File: config.mk
export PLATFORM = sky130hd
export DESIGN_NAME = fetch_sequencer
export DESIGN_NICKNAME = d
export VERILOG_FILES = /design/src/rtl/fetch_sequencer.sv
export SDC_FILE = /design/constraint.sdc
export NUM_CORES = 1
export LEC_CHECK = 0
export CAP_MARGIN = 20
export CORE_MARGIN = 8
export CORE_UTILIZATION = 33
export CTS_CLUSTER_SIZE = 8
export DETAILED_ROUTE_END_ITERATION = 12
export GPL_ROUTABILITY_DRIVEN = 0
export HOLD_SLACK_MARGIN = 0.15
export PLACE_DENSITY = 0.87
export SKIP_LAST_GASP = 1
export SYNTH_ARGS = -nofsm -noshare
export SYNTH_HDL_FRONTEND = slang
export SYNTH_SLANG_ARGS = --single-unit
export TNS_END_PERCENT = 20
File: constraint.sdc
create_clock -name clk -period 1.8 [get_ports clk]
set_input_delay 0.18 -clock clk [delete_from_list [all_inputs] [get_ports clk]]
set_output_delay 0.18 -clock clk [all_outputs]
set_load 0.01 [all_outputs]
File: src/rtl/fetch_sequencer.sv
// Fetch sequencer: arbitrates branch/jump redirects, load-use stalls and halt
// for the fetch stage, and counts stall cycles.
module fetch_sequencer #(
  parameter logic [4:0] OP_JMP  = 5'b11000,
  parameter logic [4:0] OP_LOAD = 5'b10100,
  parameter logic [4:0] OP_HLT  = 5'b11111
) (
  input  logic       clk,
  input  logic       reset,
  input  logic [23:0] id_ins,
  input  logic       ex_is_load,
  input  logic [4:0] ex_rd,
  input  logic       ex_br_taken,
  input  logic [7:0] ex_br_target,
  input  logic       resume,
  output logic       Stall,
  output logic       Stall_pm,
  output logic       pc_mux_sel,
  output logic [7:0] jmp_loc,
  output logic       flush,
  output logic       halted,
  output logic [7:0] stall_count
);

  typedef enum logic [1:0] {S_RUN, S_STALL, S_FLUSH, S_HALT} state_t;

  state_t     state_q, state_d;
  logic       skip_hlt_q, skip_hlt_d;
  logic       halted_q, halted_d;
  logic [7:0] cnt_q, cnt_d;

  logic       stall_raw, stall_pm_raw, pc_sel_raw, flush_raw;
  logic [7:0] jmp_raw;

  logic [4:0] opcode, rs1, rs2;
  logic       load_use;
  logic       unused_fields;

  assign opcode   = id_ins[23:19];
  assign rs1      = id_ins[13:9];
  assign rs2      = id_ins[8:4];
  assign load_use = ex_is_load && (ex_rd != '0) && ((ex_rd == rs1) || (ex_rd == rs2));

  // rd field and the load opcode are not needed for sequencing decisions
  assign unused_fields = ^{id_ins[18:14], OP_LOAD};

  always_comb begin
    state_d      = state_q;
    skip_hlt_d   = 1'b0;
    stall_raw    = 1'b0;
    stall_pm_raw = 1'b0;
    pc_sel_raw   = 1'b0;
    flush_raw    = 1'b0;
    jmp_raw      = '0;

    case (state_q)
      S_RUN: begin
        if (ex_br_taken) begin
          pc_sel_raw = 1'b1;
          jmp_raw    = ex_br_target;
          flush_raw  = 1'b1;
          state_d    = S_FLUSH;
        end else if (opcode == OP_JMP) begin
          pc_sel_raw = 1'b1;
          jmp_raw    = id_ins[7:0];
          state_d    = S_FLUSH;
        end else if (load_use) begin
          stall_raw    = 1'b1;
          stall_pm_raw = 1'b1;
          flush_raw    = 1'b1;
          state_d      = S_STALL;
        end else if ((opcode == OP_HLT) && !skip_hlt_q) begin
          stall_raw    = 1'b1;
          stall_pm_raw = 1'b1;
          flush_raw    = 1'b1;
          state_d      = S_HALT;
        end
      end
      S_FLUSH: begin
        flush_raw = 1'b1;
        state_d   = S_RUN;
        if (ex_br_taken) begin
          pc_sel_raw = 1'b1;
          jmp_raw    = ex_br_target;
          state_d    = S_FLUSH;
        end
      end
      S_STALL: state_d = S_RUN;
      S_HALT: begin
        // The HLT is still in ID on the resume cycle, so the first RUN cycle skips it
        stall_raw    = !resume;
        stall_pm_raw = 1'b1;
        flush_raw    = 1'b1;
        if (resume) begin
          state_d    = S_RUN;
          skip_hlt_d = 1'b1;
        end
      end
      default: state_d = S_RUN;
    endcase

    halted_d = (state_d == S_HALT);
    cnt_d    = (stall_raw && (cnt_q != 8'hFF)) ? cnt_q + 8'd1 : cnt_q;
  end

  always_ff @(posedge clk or negedge reset) begin
    if (!reset) begin
      state_q    <= S_RUN;
      skip_hlt_q <= 1'b0;
      halted_q   <= 1'b0;
      cnt_q      <= '0;
    end else begin
      state_q    <= state_d;
      skip_hlt_q <= skip_hlt_d;
      halted_q   <= halted_d;
      cnt_q      <= cnt_d;
    end
  end

  assign Stall       = reset & stall_raw;
  assign Stall_pm    = reset & stall_pm_raw;
  assign pc_mux_sel  = reset & pc_sel_raw;
  assign flush       = reset & flush_raw;
  assign jmp_loc     = (reset && pc_sel_raw) ? jmp_raw : '0;
  assign halted      = halted_q;
  assign stall_count = cnt_q;

endmodule

==> metrics.yaml <==
drive_gt1_share_pct: 38.0
worstSetupStartpointType: "register"
dr_total_vias: 1307
finalClockSkew_ps: 2.64
fill_cells: 230
cts_tree: "built"
dp_hpwl_mm: 3.14
io_buffers: 57
first_iter_violations: 114
path_class: "reg -> out"
wl_per_cell_um: 18.0
cts_root_buf: "clkbuf_4"
slew_headroom_pct: 77.4
fin_crit_sh_pct: 112
cp-end-kind: "output pin"
p_per_area_mw_per_mm2: 691
min_period_ps: 2020
postCtsHoldBufs: 0
grt_overflow: 0
grt_setup_unrepaired: "true"
fmax_ghz: 0.494
n_antenna_cell: 0
muxShareOfSynthArea_pct: 2.27
hold_class: "in -> async"
core_mm2: 0.00295
grt_pass1_wl_mm: 7.22
seq_area_frac_synth_pct: 30.3
initial_utilization_pct: 33.6
first_pass_iters: 4
synth_compound_area_share_pct: 19.4
h-tree-depth: 1
synth_xor_area_share_pct: 14.1
post-route-cell-area_mm2: 0.00197
fin_util_pct: 66.8
slew_violations: 0
drc: 0
dieArea_mm2: 0.00501
setup_violations: 16
place_area_mm2: 0.00182
ir_drop_v: 0.000329
status: "finished with violations"
synth_cells: 114
via_per_inst: 5.25
hold_viol: 0
antenna_found_initial: 0
tightest_slew_ps: 338
path_clk_slew_ps: 80
io_pins: 63
routed_wirelength_mm: 4.48
power_leakage_nw: 0.895
yosys_warnings: 0
whs_ps: 240
post-place-ws_ps: -683
die_h_um: 70.8
nNetsFinal: 264
grt_max_degree: 9
synth_area_per_cell_um2: 8.69
track_usage_pct: 17.9
synth.distinct_cells: 30
critPathArrivalTime_ps: 1840
violations: "negative setup slack"
drtAntennaViolNets: 0
numCtsBuffers: 3
synthAdderAreaFrac_pct: 6.31
synth-seq-cells: 12
clk_latency_ps: 280
synthToLayoutAreaGrowth_pct: 99.1
layout_setup_ws_ps: -224
crit_fanout: 5
synth_top_family_by_area: "simple AND/OR/NAND/NOR gates"
yosys.area_share.simple_pct: 25.6
clockBufferDepth: 2
synth_area_um2: 991
maxCapViolations: 0
synth_nets: 161
worstPathRequired_ps: 1620
first_global_vias: 1427
cts_sinks: 12
fp.dieW_um: 70.8
std_cell_rows: 20
==> registers in the layout (all words and copies together), names as in the netlist <==
register,flops
stall_count,8
state_q,2
halted,1
skip_hlt_q,1
==> synth_stat cells (all sizes together) <==
master	instances	area (um^2)
inv	5	18.8
nor2b	2	12.5
a21oi	2	10.0
nand3	7	35.0
o221ai	1	8.76
nand2	8	30.0
xor2	10	87.6
o21a	1	7.51
ha	5	62.6
nand4b	2	17.5
a21o	1	7.51
a211oi	1	7.51
dfrtp	12	300
o211ai	2	15.0
nor4	1	6.26
or4	2	15.0
a21boi	2	15.0
nand2b	5	31.3
o21ai	3	18.8
o31ai	1	21.3
nor2	18	67.6
and2	1	6.26
mux2	2	22.5
and3	2	12.5
a41oi	1	8.76
a22oi	9	72.6
nor3	2	20.0
xnor2	6	52.6
==> through the flow <==
step                power, mW  instances  setup TNS (ps)
finish                   1.36        249           -2880
global route             1.42        249           -4130
CTS                      1.29        248           -1620
detailed placement      0.961        231           -9730
global placement        0.926        231           -8650
floorplan               0.613        114               0
==> per-layer routing <==
| metal | vias to the layer above | global-route usage, % | wire length, um |
|---|---|---|---|
| met3 | 8 | 3.53 | 215 |
| met2 | 46 | 35.0 | 2530 |
| met4 | 0 | 6.24 | 75 |
| li1 | 609 | - | - |
| met5 | - | 0 | 0 |
| met1 | 644 | 18.0 | 1660 |
==> worst paths after layout <==
| check | from | end | slack, ps | depth (start not counted) |
|---|---|---|---|---|
| worst max-delay path | state_q[1] | jmp_loc[0] | -220 | 9 |
| worst min register to register | stall_count[3] | stall_count[3] | 520 | 1 |
| min in group clk | stall_count[3] | stall_count[3] | 520 | 1 |
| worst max register to register | state_q[1] | stall_count[6] | -210 | 8 |
| max in group asynchronous | reset | state_q[1] | 1350 | 3 |
| worst min-delay path | reset | skip_hlt_q | 240 | 2 |
==> cell type report <==
class,instances,area [um^2],share of cell area (%)
clock buffers,4,36.3,1.84
flip-flops and latches,12,300,15.2
inverters,5,18.8,0.951
repair buffers,98,826,41.9
multi-input cells,97,751,38.0
well taps,33,41.3,2.09
==> kinds of logic after synthesis <==
group / after synthesis
AO/OA/AOI/OAI: 24
XOR/XNOR: 16
flip-flops: 12
adder cells (fa/ha/maj): 5
multiplexers: 2
buffers and inverters: 5
AND/OR/NAND/NOR: 50
==> cell usage in the layout, fill, tap and decap left out, types with 3 or more instances in the layout <==
cell,n
inv_1,3
clkbuf_4,3
nand3_1,7
xnor2_1,6
nand2b_1,5
xor2_1,10
buf_6,3
nor2_2,9
buf_2,10
ha_1,4
nand2_1,7
a22oi_1,7
nor2_1,9
clkdlybuf4s50_1,35
dfrtp_1,12
dlygate4sd2_1,9
buf_4,39
==> critical path, cell delays in order, from the launching register on <==
cell	delay (ps)
dfrtp_1	440
inv_2	80
ha_4	180
buf_6	110
a21o_1	160
o211ai_1	110
buf_4	170
buf_6	120
nor2_2	40
buf_2	140
==> power by group <==
| part | internal (mW) | switching (mW) | leakage (nW) |
|---|---|---|---|
| sequential | 0.297 | 0.0380 | 0.163 |
| combinational | 0.446 | 0.363 | 0.711 |
| clock | 0.123 | 0.0963 | 0.0210 |
==> what timing repair did <==
item                       in CTS  in global routing
pin swaps                      19                  3
cloned                          0                  0
setup buffers                  13                  1
setup endpoints to repair      15                 20
gates resized for setup        79                  5
(Power assumes the default switching activity.)
